## src/rtl/vm_pkg.sv

```systemverilog
// Shared definitions for the vending-machine change path.
// Contents: coin denominations, the COIN_SEL encoding (shared with the coin
// adder), the change_dispenser FSM state type, and a helper that maps a
// COIN_SEL code to its face value.
package vm_pkg;

  localparam int unsigned DENOM_1  = 1;
  localparam int unsigned DENOM_2  = 2;
  localparam int unsigned DENOM_10 = 10;
  localparam int unsigned DENOM_20 = 20;

  localparam logic [1:0] SEL_1  = 2'b00;
  localparam logic [1:0] SEL_2  = 2'b01;
  localparam logic [1:0] SEL_10 = 2'b10;
  localparam logic [1:0] SEL_20 = 2'b11;

  typedef enum logic [1:0] {
    IDLE   = 2'd0,
    SELECT = 2'd1,
    ISSUE  = 2'd2,
    FIN    = 2'd3
  } disp_state_e;

  function automatic logic [4:0] coin_value(input logic [1:0] sel);
    case (sel)
      SEL_1:   coin_value = 5'(DENOM_1);
      SEL_2:   coin_value = 5'(DENOM_2);
      SEL_10:  coin_value = 5'(DENOM_10);
      default: coin_value = 5'(DENOM_20);
    endcase
  endfunction

endpackage

```

## src/rtl/coin_picker.sv

```systemverilog
// Greedy coin choice (combinational).
// Picks the largest denomination that does not exceed the amount still owed
// and whose availability bit is set.
// Ports:
//   remain  in  WIDTH  amount still owed
//   avail   in  4      availability mask, bit index = COIN_SEL code
//   found   out 1      a qualifying denomination exists
//   sel     out 2      COIN_SEL code of the chosen denomination
module coin_picker
  import vm_pkg::*;
#(
  parameter int WIDTH = 7
) (
  input  logic [WIDTH-1:0] remain,
  input  logic [3:0]       avail,
  output logic             found,
  output logic [1:0]       sel
);

  int unsigned amt;

  always_comb begin
    amt   = int'(remain);
    found = 1'b0;
    sel   = SEL_1;
    if (avail[SEL_20] && amt >= DENOM_20) begin
      found = 1'b1;
      sel   = SEL_20;
    end else if (avail[SEL_10] && amt >= DENOM_10) begin
      found = 1'b1;
      sel   = SEL_10;
    end else if (avail[SEL_2] && amt >= DENOM_2) begin
      found = 1'b1;
      sel   = SEL_2;
    end else if (avail[SEL_1] && amt >= DENOM_1) begin
      found = 1'b1;
      sel   = SEL_1;
    end
  end

endmodule

```

## src/rtl/change_dispenser.sv

```systemverilog
// Change dispenser: pays out a latched change amount one coin at a time to
// the hopper, largest denomination first (20, 10, 2, 1), each coin through a
// COIN_VALID/COIN_ACK handshake.
// Optional feature macro: CHANGE_INV_EN (per-denomination inventory; adds
// INV_LD and INV_CNT0..3, where INV_CNTn is the count for COIN_SEL code n).
// Ports:
//   CLK, RST           clock (rising edge), synchronous active-low reset
//   START, AMOUNT      payout request (accepted in IDLE only) and amount
//   COIN_ACK           hopper has taken the current coin
//   COIN_VALID, COIN_SEL  coin request and denomination code to hopper
//   BUSY               high from START accept until DONE
//   DONE               one-cycle pulse at end of payout
//   REMAIN             amount still owed (held after DONE until next START)
//   SHORT              exact change impossible, valid with DONE
module change_dispenser
  import vm_pkg::*;
#(
  parameter int WIDTH = 7,
  parameter int INV_W = 4
) (
  input  logic             CLK,
  input  logic             RST,
  input  logic             START,
  input  logic [WIDTH-1:0] AMOUNT,
  input  logic             COIN_ACK,
`ifdef CHANGE_INV_EN
  input  logic             INV_LD,
  input  logic [INV_W-1:0] INV_CNT0,
  input  logic [INV_W-1:0] INV_CNT1,
  input  logic [INV_W-1:0] INV_CNT2,
  input  logic [INV_W-1:0] INV_CNT3,
`endif
  output logic             COIN_VALID,
  output logic [1:0]       COIN_SEL,
  output logic             BUSY,
  output logic             DONE,
  output logic [WIDTH-1:0] REMAIN,
  output logic             SHORT
);

  disp_state_e state;
  logic [3:0]  avail;
  logic        pick_found;
  logic [1:0]  pick_sel;

`ifdef CHANGE_INV_EN
  logic [INV_W-1:0] inv_cnt [4];
  logic             short_q;

  always_comb begin
    for (int i = 0; i < 4; i++) avail[i] = (inv_cnt[i] != '0);
  end
  assign SHORT = short_q;
`else
  // Unlimited supply: every denomination is always available.
  assign avail = (INV_W > 0) ? 4'hF : 4'h0;
  assign SHORT = 1'b0;
`endif

  coin_picker #(.WIDTH(WIDTH)) u_picker (
    .remain (REMAIN),
    .avail  (avail),
    .found  (pick_found),
    .sel    (pick_sel)
  );

  always_ff @(posedge CLK) begin
    if (!RST) begin
      state      <= IDLE;
      COIN_VALID <= 1'b0;
      COIN_SEL   <= SEL_1;
      BUSY       <= 1'b0;
      DONE       <= 1'b0;
      REMAIN     <= '0;
`ifdef CHANGE_INV_EN
      short_q    <= 1'b0;
      for (int i = 0; i < 4; i++) inv_cnt[i] <= '0;
`endif
    end else begin
      DONE <= 1'b0;
      case (state)
        IDLE: begin
          if (START) begin
            REMAIN <= AMOUNT;
            BUSY   <= 1'b1;
            state  <= SELECT;
          end
`ifdef CHANGE_INV_EN
          if (INV_LD) begin
            inv_cnt[0] <= INV_CNT0;
            inv_cnt[1] <= INV_CNT1;
            inv_cnt[2] <= INV_CNT2;
            inv_cnt[3] <= INV_CNT3;
          end
`endif
        end
        SELECT: begin
          if (pick_found) begin
            COIN_SEL   <= pick_sel;
            COIN_VALID <= 1'b1;
            state      <= ISSUE;
          end else begin
            state <= FIN;
          end
        end
        ISSUE: begin
          // COIN_VALID is always high here, so ACK outside ISSUE is ignored.
          if (COIN_ACK) begin
            // Picker guarantees the coin value never exceeds REMAIN.
            REMAIN     <= REMAIN - WIDTH'(coin_value(COIN_SEL));
            COIN_VALID <= 1'b0;
            state      <= SELECT;
`ifdef CHANGE_INV_EN
            inv_cnt[COIN_SEL] <= inv_cnt[COIN_SEL] - 1'b1;
`endif
          end
        end
        FIN: begin
          DONE  <= 1'b1;
          BUSY  <= 1'b0;
`ifdef CHANGE_INV_EN
          short_q <= (REMAIN != '0);
`endif
          state <= IDLE;
        end
        default: state <= IDLE;
      endcase
    end
  end

endmodule

```

## config.mk

```make
export PLATFORM = sky130hd
export DESIGN_NAME = change_dispenser
export DESIGN_NICKNAME = d
export VERILOG_FILES = /design/src/rtl/vm_pkg.sv /design/src/rtl/coin_picker.sv /design/src/rtl/change_dispenser.sv
export SDC_FILE = /design/constraint.sdc
export NUM_CORES = 1
export LEC_CHECK = 0
export CAP_MARGIN = 10
export CORE_MARGIN = 2
export CORE_UTILIZATION = 44
export DETAILED_ROUTE_END_ITERATION = 10
export HOLD_SLACK_MARGIN = 0.05
export PLACE_DENSITY = 0.74
export REMOVE_ABC_BUFFERS = 1
export SLEW_MARGIN = 20
export SYNTH_ARGS = -nofsm -noshare
export SYNTH_HDL_FRONTEND = slang
export SYNTH_HIERARCHICAL = 1
export SYNTH_SLANG_ARGS = --single-unit
```

## constraint.sdc

```tcl
create_clock -name CLK -period 2 [get_ports CLK]
set_input_delay 0.2 -clock CLK [delete_from_list [all_inputs] [get_ports CLK]]
set_output_delay 0.2 -clock CLK [all_outputs]
set_load 0.01 [all_outputs]
```

; After elaboration in Yosys (flattened, before gate mapping)
; Cells that the tools add are included.
[word_totals]
inputBits = 11
regBits = 14
elab_cells = 53
[classes]
order_cmp = 4
eq_ne = 8
muxes = 24
reduce_logical = 10
add_sub_neg = 1
[op_table]
columns = op, n
row1 = $mux W5, 3
row2 = $pmux W5 S3, 1
row3 = $mux W7, 2
row4 = $pmux W7 S2, 1
row5 = $mux W1, 10
row6 = $mux W2, 4
row7 = $pmux W2 S4, 1
row8 = $ge A7 B1 Y1 const B, 1
row9 = $ge A7 B2 Y1 const B, 1
row10 = $ge A7 B4 Y1 const B, 1
row11 = $ge A7 B5 Y1 const B, 1
row12 = $sub A7 B5 Y7, 1
row13 = $eq A2 B2 Y1 const B, 3
row14 = $ne A2 B2 Y1 const B, 3
row15 = $reduce_and A2 Y1, 3
row16 = $reduce_and A3 Y1, 2
row17 = $reduce_bool A2 Y1, 3
row18 = $eq A2 B1 Y1 const B, 2
row19 = $logic_not A2 Y1, 2
row20 = $pmux W1 S2, 2

; Depth between registers and ports, before layout
; Gate-level depths: netlist of the first run.
[logic_depth]
word_depth = 8
ltp_mapped = 8
ltp_nobuf = 8

; Hierarchy
; The synthesis of the first run kept the hierarchy.
[modules_own_cells]
columns = mod, instances, area_each_um2, cells_each
row1 = change_dispenser, 1, 944.7, 112
row2 = coin_picker, 1, 95.1, 15

; Least setup slack after synthesis of the first run
; Ideal clock, no wire load.
[synth_timing]
kind = register to register
startpoint = register COIN_SEL[0]
endpoint = register REMAIN[4]
period_less_slack_ns = 1.967
setup_ns = 0.122
path_slack_ns = 0.033
path_buffers = 0
t_arrival_ns = 1.845
path_stages_with_launch = 9
cell_sequence = dfxtp_1 -> inv_1 -> ha_1 -> ha_1 -> fa_1 -> nand3b_1 -> and4_1 -> a211oi_1 -> a21oi_1
[synth_between]
elab_chain_cells = 8
word_cells_on_any_way = 10
classes_between = add/sub (1) / eq/ne (2) / mux (6) / reduce/logical (1)
[synth_lines]
columns = element, line_no
row1 = "start, declared", change_dispenser.sv:34  ; output logic [1:0] COIN_SEL,
row2 = "start signal, assigned", change_dispenser.sv:99  ; COIN_SEL <= pick_sel;
row3 = "$eq A2 B2 Y1, or another cell as far along", vm_pkg.sv:25  ; case (sel)
row4 = $pmux W5 S3 (*), vm_pkg.sv:25
row5 = $mux W5 (*), change_dispenser.sv:108  ; if (COIN_ACK) begin
row6 = $mux W5 (*), change_dispenser.sv:81  ; case (state)
row7 = $mux W5 (*), change_dispenser.sv:68  ; if (!RST) begin
row8 = $sub A7 B5 Y7 (*), change_dispenser.sv:110  ; REMAIN <= REMAIN - WIDTH'(coin_value(COIN_SEL));
row9 = $mux W7 (*), change_dispenser.sv:108
row10 = $pmux W7 S2 (*), change_dispenser.sv:81
row11 = "end signal, assigned", change_dispenser.sv:110
row12 = "end, declared", change_dispenser.sv:37  ; output logic [WIDTH-1:0] REMAIN,
; Mark *: on every way between the ends. The rest lies on a longest branch, timed or not. The select of a mux whose other input is x is not followed.
; A chain may end at the register's enable or synchronous reset.

; Worst setup path after layout of the first run
[layout_timing]
startpoint = register COIN_SEL[1]
endpoint = register REMAIN[4]
; Same word-level chain as after synthesis.

==> flow_metrics.tcl, run 1 <==
set metrics [dict create \
    area_growth_pct 33.1 \
    power_frac_seq 0.362 \
    hold_viol 0 \
    pwr-share-comb 0.418 \
    min_path_cells 2 \
    cts_tree "built" \
    numClockSinks 14 \
    r2r_cells 8 \
    cts.path.max_buffers 2 \
    cp_slowest_cell "dfxtp_2" \
    holdBufCountCts 0 \
    dr_total_vias 1000 \
    syn-cell-area_um2 1040 \
    grt_pass1_vias 884 \
    synthSimpleGateAreaFrac 0.230 \
    leakage_nw 0.587 \
    cts_max_level 1 \
    synthMuxAreaShare 0.0193 \
    cts_buffers 3 \
    status "finished, final reports clean" \
    ys_warn_count 6 \
    slew-limit-headroom 0.609 \
    n_fill_cell 197 \
    drc 0 \
    crit_fanout 4 \
    dpl.hpwl_mm 1.71 \
    grt_overflow 0 \
    drt-total-wl_mm 2.40 \
    pre_cts_slack_ns 0.0173 \
    rr_startpoint "COIN_SEL[1]" \
    cp.required_ns 2.18 \
    worst_pin_slew_ns 0.577 \
    power.density_nw_per_um2 709 \
    period_share 0.963 \
    switchingPower_w 0.000349 \
    max_freq_ghz 0.519 \
    path_cells "inv_1 > ha_1 > ha_1 > fa_2 > nand3b_1 > and4_1 > a211oi_2 > a21oi_1" \
    p_int_w 0.000631 \
    timing.final.crit_period_ns 1.93 \
    synth_compound_area_frac 0.259 \
    initial_core_util 0.466 \
    async_flop_share 0 \
    dr.first_iter.drc_count 9 \
    hp-class "reg2reg" \
    grt_pass1_wl_mm 3.95 \
    max_cap_violations 0 \
    whs_ns 0.491 \
    die_x_um 52.6 \
    sw_frac_of_total 0.356 \
    die_area_um2 2770 \
    cp_num_buf_inv 1 \
    drt_first_pass_iters 4 \
    layout-drive-gt1-share 0.121 \
    core_area_um2 2230 \
    crit_path_end_kind "register" \
    insertion_delay_ns 0.29 \
    avgSynthCellArea_um2 8.19 \
    cp-start-kind "register" \
    portBuffers 22 \
    synth_cell_types 44 \
    ant_nets 0 \
    synth_top_area_cell "dfxtp_1" \
    grt_max_degree 13 \
    pwr-share-clk 0.220 \
    synth.top_cell.area_share 0.270 \
    worstReg2RegEnd "REMAIN[4]" \
    min_to "COIN_VALID" \
    crit_family "adder cells" \
    grtUsageTotal 0.195 \
    ys_seq_elements 14 \
    postSynthCellCount 127 \
    io_pins 24 \
    ir_drop_mv 0.442 \
    chipHeight_um 52.6 \
    synth_edf_count 0 \
    synth_top_family_by_area "compound AO/OA/AOI/OAI gates" \
    place_congestion 0.811 \
    rows 17 \
    vias_per_cell 5.41 \
    r2r_slack_ns 0.07 \
    crit_arrival_ns 2.10 \
    diodes 0 \
    crit_type "reg2reg" \
    fin_ws_ns 0.0730 \
    cp_slowest_stage_delay_ns 0.36 \
    synthAdderAreaFrac 0.128 \
    synth-xor-area-share 0.0168 \
    drv_slew 0 \
    design_power_total_w 0.000981 \
    root_buffer "clkbuf_4" \
    final_nets 179 \
    setup_violations 0 \
    synth.yosys.seq_area_share 0.270 \
    antenna_found_initial 0 \
    hp-start "COIN_VALID" \
    yosys-top-cells-area "dfxtp_1 (27%), ha_1 (11%), nand2_1 (5.4%), o211a_1 (3.9%), o21a_1 (3.6%)" \
    worst_path_most_repeated_cell "ha_1" \
    synthFlopType "dfxtp_1" \
    path_clk_slew_ns 0.10 \
    skew_ns 0.0115 \
    post_drt_wl_per_cell_um 12.9 \
]
==> cell usage in the layout, fill, tap and decap left out, drive strengths merged, types with 5 or more instances in the layout <==
| cell type | synthesis | routed |
|---|---|---|
| ha | 9 | 9 |
| dfxtp | 14 | 14 |
| clkdlybuf4s50 | 0 | 22 |
| conb | 2 | 8 |
| o21ai | 6 | 6 |
| nand2 | 15 | 15 |
| buf | 5 | 5 |
| nor2 | 5 | 5 |
| inv | 9 | 9 |
| nor2b | 5 | 5 |
| o21a | 5 | 5 |
==> power by group through the flow <==
stage / sequential (W) / combinational, W / clock, W
floorplan: 0.000362 / 0.000230 / 0
global placement: 0.000357 / 0.000365 / 0
detailed placement: 0.000358 / 0.000371 / 0
CTS: 0.000354 / 0.000374 / 0.000221
global route: 0.000361 / 0.000456 / 0.000234
finish: 0.000355 / 0.000410 / 0.000216
==> worst max path at each step <==
stage                startpoint   endpoint  slack, ns  cells after the start
detailed placement  COIN_SEL[1]  REMAIN[4]       0.02                      8
finish              COIN_SEL[1]  REMAIN[4]       0.07                      8
global route        COIN_SEL[0]  REMAIN[4]      -0.02                      8
CTS                 COIN_SEL[0]  REMAIN[4]       0.02                      8
global placement    COIN_SEL[1]  REMAIN[4]       0.05                      8
floorplan           COIN_SEL[0]  REMAIN[4]       0.02                      8
==> tightest hold or removal path: cells and delay by family (launching register included) <==
| family | cells | cell delay [ns] |
|---|---|---|
| flip-flops | 1 | 0.33 |
| AND/OR/NAND/NOR | 1 | 0.05 |
| AO/OA/AOI/OAI | 1 | 0.06 |
==> sequential cells by signal (all words and copies together) (netlist names) <==
signal,count
COIN_SEL,2
BUSY,1
state,2
COIN_VALID,1
REMAIN,7
DONE,1
==> cell families after synthesis <==
| logic type | after synthesis |
|---|---|
| XOR/XNOR | 2 |
| multiplexers | 2 |
| AO/OA/AOI/OAI | 37 |
| flip-flops | 14 |
| buffers and inverters | 16 |
| adder cells (fa/ha/maj) | 10 |
| other | 2 |
| AND/OR/NAND/NOR | 44 |
==> routing by layer <==
metal  part of all wire  GRT usage  vias to the layer above  wire, um
met5                  0          0                        -         0
met4             0.0088     0.0769                        0        21
met3              0.025     0.0257                        4        61
met2               0.49      0.313                       20      1180
met1               0.47      0.263                      467      1130
li1                   -          -                      509         -
==> through the flow <==
step / area (um^2) / util / instances / setup TNS, ns
after global routing: 1380 / 0.620 / 185 / -0.0192
final: 1380 / 0.620 / 185 / 0
after global placement: 1310 / 0.585 / 180 / 0
after detailed placement: 1310 / 0.585 / 180 / 0
after CTS: 1350 / 0.602 / 184 / 0
after floorplan: 1020 / - / 126 / 0
==> area by class of cell <==
cell class	instances	area (um^2)	share of cell area
multi-input combinational	103	738	0.533
inverter	9	33.8	0.0244
timing repair buffer	27	258	0.186
clock buffer	4	36.3	0.0262
tap	28	35.0	0.0253
sequential	14	283	0.204
==> Yosys cell counts, drive strengths merged (2+ instances only) <==
cell type	n
inv	9
nor2	5
nand3b	2
a21boi	4
and3	2
nand2	15
ha	9
a211oi	2
o211a	4
nand3	4
o21a	5
dfxtp	14
a21oi	4
mux2i	2
clkbuf	2
or3	2
o21ai	6
buf	5
nor2b	5
xor2	2
conb	2
o211ai	4
==> timing repair <==
item,CTS,global route
resized for setup,1,9
pin swaps,0,1
endpoints found under the setup margin,1,3
setup buffers,0,1
No activity file was read; power rests on OpenSTA's default activity.
==> run 2: changes to the inputs <==
--- a/config.mk
+++ b/config.mk
@@ -7,10 +7,11 @@
 export LEC_CHECK = 0
 export CAP_MARGIN = 10
 export CORE_MARGIN = 2
-export CORE_UTILIZATION = 44
+export CORE_UTILIZATION = 51
+export CTS_BUF_LIST = sky130_fd_sc_hd__clkbuf_4 sky130_fd_sc_hd__clkbuf_8
 export DETAILED_ROUTE_END_ITERATION = 10
 export HOLD_SLACK_MARGIN = 0.05
-export PLACE_DENSITY = 0.74
+export PLACE_DENSITY = 0.81
 export REMOVE_ABC_BUFFERS = 1
 export SLEW_MARGIN = 20
 export SYNTH_ARGS = -nofsm -noshare
==> constraint.sdc (replaced) <==
create_clock -name CLK -period 1.8 [get_ports CLK]
set_input_delay 0.18 -clock CLK [delete_from_list [all_inputs] [get_ports CLK]]
set_output_delay 0.18 -clock CLK [all_outputs]
set_load 0.01 [all_outputs]
==> flow_metrics.tcl, run 2 (synthesized netlist as in run 1, its figures left out) <==
set metrics [dict create \
    hold_viol 0 \
    leakage_nw 0.629 \
    max_freq_ghz 0.553 \
    path_cells "inv_2 > ha_4 > inv_1 > ha_1 > nand3b_1 > a21boi_2 > o21ai_0 > a221o_1" \
    whs_ns 0.497 \
    n_fill_cell 130 \
    cp-start-kind "register" \
    crit_family "compound AO/OA/AOI/OAI gates" \
    antenna_found_initial 0 \
    dpl.hpwl_mm 1.86 \
    power.density_nw_per_um2 746 \
    setup_violations 1 \
    seq_area_um2 283 \
    status "finished, violations left" \
    diodes 0 \
    crit_fanout 2 \
    numClockSinks 14 \
    rsz0062_at_grt "true" \
    chipHeight_um 49.2 \
    insertion_delay_ns 0.28 \
    power_frac_seq 0.346 \
    pwr-share-comb 0.494 \
    final_nets 187 \
    slew-limit-headroom 0.663 \
    grt_pass1_wl_mm 4.49 \
    post_drt_wl_per_cell_um 14.4 \
    ir_drop_mv 0.598 \
    worst_pin_slew_ns 0.505 \
    drv_slew 0 \
    largest_register_ffs 7 \
    vias_per_cell 5.59 \
    grt_pass1_vias 1101 \
    dp.cells 187 \
    grt_overflow 0 \
    final_cell_mix "clkdlybuf4s50_1 (22), nand2_1 (15), dfxtp_1 (12), buf_4 (12), conb_1 (8)" \
    fin_ws_ns -0.00769 \
    crit_type "reg2reg" \
    crit_path_end_kind "register" \
    drt_first_pass_iters 4 \
    layout-drive-gt1-share 0.244 \
    die_x_um 49.2 \
    sw_frac_of_total 0.368 \
    portBuffers 22 \
    path_clk_slew_ns 0.09 \
    met2_usage 0.419 \
    dr.first_iter.drc_count 25 \
    cp_num_buf_inv 2 \
    grtUsageTotal 0.236 \
    place_congestion 0.873 \
    initial_core_util 0.535 \
    core_area_um2 1940 \
    hp-class "reg2reg" \
    violations "negative setup slack" \
    rows 16 \
    holdBufCountCts 0 \
    area_growth_pct 47.8 \
    largest-register "REMAIN" \
    final_cells 191 \
    dr_total_vias 1068 \
    grt_busiest_layer "met2" \
    root_buffer "clkbuf_4" \
    die_area_um2 2420 \
    drc 0 \
    period_share 1.00 \
    ant_nets 0 \
    switchingPower_w 0.000422 \
    pwr-share-clk 0.159 \
    final_common_cell "clkdlybuf4s50_1" \
    multi_input_area_um2 842 \
    cts_tree "built" \
    cts_buffers 3 \
    crit_arrival_ns 1.97 \
    cts.path.max_buffers 2 \
    cp.required_ns 1.97 \
    top_regs "REMAIN: 7 flops, COIN_SEL: 2 flops, state: 2 flops" \
    io_pins 24 \
    skew_ns 0.00695 \
    cp_slowest_stage_delay_ns 0.35 \
    grt_use_met1 0.276 \
    timing.final.crit_period_ns 1.81 \
    cts_max_level 1 \
    max_cap_violations 0 \
    drt-total-wl_mm 2.74 \
    p_int_w 0.000725 \
    grt_max_degree 13 \
    cp_slowest_cell "dfxtp_2" \
    use_met3 0.0399 \
]
## run 2: cell count changes in the layout (fill, tap and decap cells not counted), sizes merged
cell    delta
buf        +8
clkbuf     -1
## run 2: metrics by stage
stage | instance area (um^2) | util | setup TNS [ns] | setup slack (ns) | power, W
6_report | 1540 | 0.791 | -0.00769 | -0.00769 | 0.00115
5_1_grt | 1540 | 0.791 | -0.274 | -0.0843 | 0.00122
4_1_cts | 1490 | 0.768 | -0.0445 | -0.0397 | 0.00110
3_5_place_dp | 1370 | 0.704 | -0.486 | -0.161 | 0.000848
3_3_place_gp | 1370 | 0.704 | -0.208 | -0.0973 | 0.000834
2_1_floorplan | 1020 | - | -0.323 | -0.184 | 0.000658
## run 2: power groups by stage
stage	Combinational, W	Clock, W	Sequential [W]
finish	0.000566	0.000183	0.000397
global route	0.000622	0.000195	0.000405
CTS	0.000524	0.000189	0.000390
detailed placement	0.000456	0	0.000392
global placement	0.000443	0	0.000390
floorplan	0.000256	0	0.000402
## run 2: final timing paths
path,from,to,slack [ns],cells past startpoint
setup / recovery,COIN_SEL[0],REMAIN[5],-0.008,8
hold / removal,COIN_VALID,COIN_VALID,0.50,2
setup reg to reg,COIN_SEL[0],REMAIN[5],-0.008,8
hold reg to reg,COIN_VALID,COIN_VALID,0.50,2
## run 2: layout make-up
cell class / instances / area share
Multi-Input combinational cell: 103 / 0.548
Timing Repair Buffer: 35 / 0.209
Sequential cell: 14 / 0.184
Inverter: 9 / 0.0220
Tap cell: 27 / 0.0220
Clock buffer: 3 / 0.0147
## run 2: layer usage
metal	up-vias	wire length (um)	part of all wire
li1	532	-	-
met1	503	1220	0.45
met2	27	1390	0.51
met3	6	79	0.029
met4	0	49	0.018
met5	-	0	0
## run 2: repair_timing
action / CTS / global route
setup buffers: 0 / 1
setup endpoints to repair: 5 / 9
pin swaps: 11 / 9
cloned: 0 / 0
resized for setup: 23 / 6
## run 2: worst register-to-register path, cell delays in order (launching register included)
cell and delay [ns]:
dfxtp_2 0.35, inv_2 0.05, ha_4 0.27, inv_1 0.04, ha_1 0.27, nand3b_1 0.13
a21boi_2 0.21, o21ai_0 0.09, a221o_1 0.29
==> run 3: changes to the inputs <==
--- a/config.mk
+++ b/config.mk
@@ -5,13 +5,13 @@
 export SDC_FILE = /design/constraint.sdc
 export NUM_CORES = 1
 export LEC_CHECK = 0
-export CAP_MARGIN = 10
 export CORE_MARGIN = 2
-export CORE_UTILIZATION = 51
+export CORE_UTILIZATION = 55
 export CTS_BUF_LIST = sky130_fd_sc_hd__clkbuf_4 sky130_fd_sc_hd__clkbuf_8
 export DETAILED_ROUTE_END_ITERATION = 10
+export DONT_BUFFER_PORTS = 1
 export HOLD_SLACK_MARGIN = 0.05
-export PLACE_DENSITY = 0.81
+export PLACE_DENSITY = 0.7
 export REMOVE_ABC_BUFFERS = 1
 export SLEW_MARGIN = 20
 export SYNTH_ARGS = -nofsm -noshare
==> constraint.sdc (replaced) <==
create_clock -name CLK -period 2.3 [get_ports CLK]
set_input_delay 0.23 -clock CLK [delete_from_list [all_inputs] [get_ports CLK]]
set_output_delay 0.23 -clock CLK [all_outputs]
set_load 0.01 [all_outputs]
==> flow_metrics.tcl, run 3 (synthesized netlist as in run 1, its figures left out) <==
set metrics [dict create \
    io_pins 24 \
    setup_violations 0 \
    largest_register_ffs 7 \
    portBuffers 0 \
    max_freq_ghz 0.477 \
    root_buffer "clkbuf_4" \
    crit_type "reg2reg" \
    dr_total_vias 896 \
    period_share 0.911 \
    n_fill_cell 169 \
    vias_per_cell 5.64 \
    diodes 0 \
    grt_pass1_vias 783 \
    dpl.hpwl_mm 1.68 \
    fin_ws_ns 0.205 \
    cts.path.max_buffers 2 \
    layout-drive-gt1-share 0.0672 \
    ant_nets 0 \
    leakage_nw 0.496 \
    cp_num_buf_inv 1 \
    top_regs "REMAIN: 7 flops, COIN_SEL: 2 flops, state: 2 flops" \
    core_area_um2 1750 \
    ir_drop_mv 0.386 \
    finalInstanceArea_um2 1120 \
    grt_pass1_wl_mm 3.44 \
    worst_path_most_repeated_cell "ha_1" \
    crit_family "adder cells" \
    finalSetupTns_ns 0 \
    cp.required_ns 2.48 \
    drt_first_pass_iters 5 \
    final_cell_mix "nand2_1 (15), dfxtp_1 (14), inv_1 (9), ha_1 (9), conb_1 (8)" \
    crit_arrival_ns 2.27 \
    hp-class "in2reg" \
    grt_max_degree 21 \
    cts_buffers 3 \
    cts_max_level 1 \
    dpl-instance-area_um2 1080 \
    area_growth_pct 7.94 \
    status "finished, final reports clean" \
    crit_fanout 3 \
    cp_slowest_cell "fa_1" \
    timing.final.crit_period_ns 2.09 \
    worst_pin_slew_ns 0.632 \
    crit_path_end_kind "register" \
    place_congestion 0.866 \
    antenna_found_initial 0 \
    final_nets 156 \
    chipHeight_um 47.5 \
    path_cells "inv_1 > ha_1 > ha_1 > fa_1 > nand3b_1 > and4_1 > a211oi_1 > a21oi_1" \
    rows 15 \
    post_drt_wl_per_cell_um 13.8 \
    final_common_cell "nand2_1" \
    numClockSinks 14 \
    drc 0 \
    grtUsageTotal 0.220 \
    dr.first_iter.drc_count 25 \
    insertion_delay_ns 0.29 \
    die_area_um2 2250 \
    drt-total-wl_mm 2.19 \
    power.density_nw_per_um2 676 \
    rsz0062_at_grt "false" \
    cp_slowest_stage_delay_ns 0.42 \
    skew_ns 0.00183 \
    cp-start-kind "register" \
    path_clk_slew_ns 0.09 \
    max_cap_violations 0 \
    largest-register "REMAIN" \
    grt_overflow 0 \
    hold_viol 0 \
    initial_core_util 0.596 \
    cts_tree "built" \
    drv_slew 0 \
    pre_cts_slack_ns 0.244 \
    slew-limit-headroom 0.572 \
    die_x_um 47.5 \
]
[run 3: cell types whose count changed in the layout (fill, tap and decap cells not counted), moves of 4 or more]
cell             change
ha_4                 -5
clkdlybuf4s50_1     -22
ha_1                 +6
inv_1                +4
inv_2                -4
buf_4                -9
[run 3: stage by stage]
step / instances / utilization / total power, W / hold WS (ns)
2_1_floorplan: 126 / - / 0.000515 / 0.347
3_3_place_gp: 154 / 0.616 / 0.000567 / 0.352
3_5_place_dp: 154 / 0.616 / 0.000576 / 0.354
4_1_cts: 158 / 0.637 / 0.000762 / 0.0536
5_1_grt: 159 / 0.643 / 0.000811 / 0.0531
6_report: 159 / 0.643 / 0.000759 / 0.0576
[run 3: metal layers]
metal | up-vias | wire [um] | global-route usage
met4 | 0 | 19 | 0.0667
met2 | 24 | 1010 | 0.349
met5 | - | 0 | 0
met1 | 406 | 1020 | 0.294
li1 | 463 | - | -
met3 | 3 | 132 | 0.0566
[run 3: timing repair]
item,in CTS,in global routing
gates resized for setup,0,0
hold buffers,0,1
endpoints found under the setup margin,0,0
endpoints found under the hold margin,0,1
buffers inserted,0,0
[run 3: worst register-to-register path, cell delays in order (launching register included)]
cell and delay, ns:
dfxtp_1 0.33, inv_1 0.06, ha_1 0.19, ha_1 0.21
fa_1 0.42, nand3b_1 0.23, and4_1 0.23, a211oi_1 0.21
a21oi_1 0.10
[run 3: area by class of cell]
class                      count  area, um^2  share of cell area
multi-input combinational    103         708               0.631
sequential                    14         280               0.250
clock buffer                   4        36.3              0.0323
inverter                       9        33.8              0.0301
timing repair buffer           4        32.5              0.0290
tap                           25        31.3              0.0279
[run 3: path summary, 6_finish.rpt]
check	from	end	slack, ns	depth (start not counted)
worst min register to register	COIN_VALID	COIN_VALID	0.53	2
worst min-delay path	RST	state[1]	0.06	1
worst max register to register	COIN_SEL[0]	REMAIN[4]	0.21	8
worst max-delay path	COIN_SEL[0]	REMAIN[4]	0.21	8
[run 3: report_power, final]
group / switching (W) / internal [W]
Sequential: 0.0000483 / 0.000268
Clock: 0.0000874 / 0.0000964
Combinational: 0.000141 / 0.000118
Total: 0.000276 / 0.000483
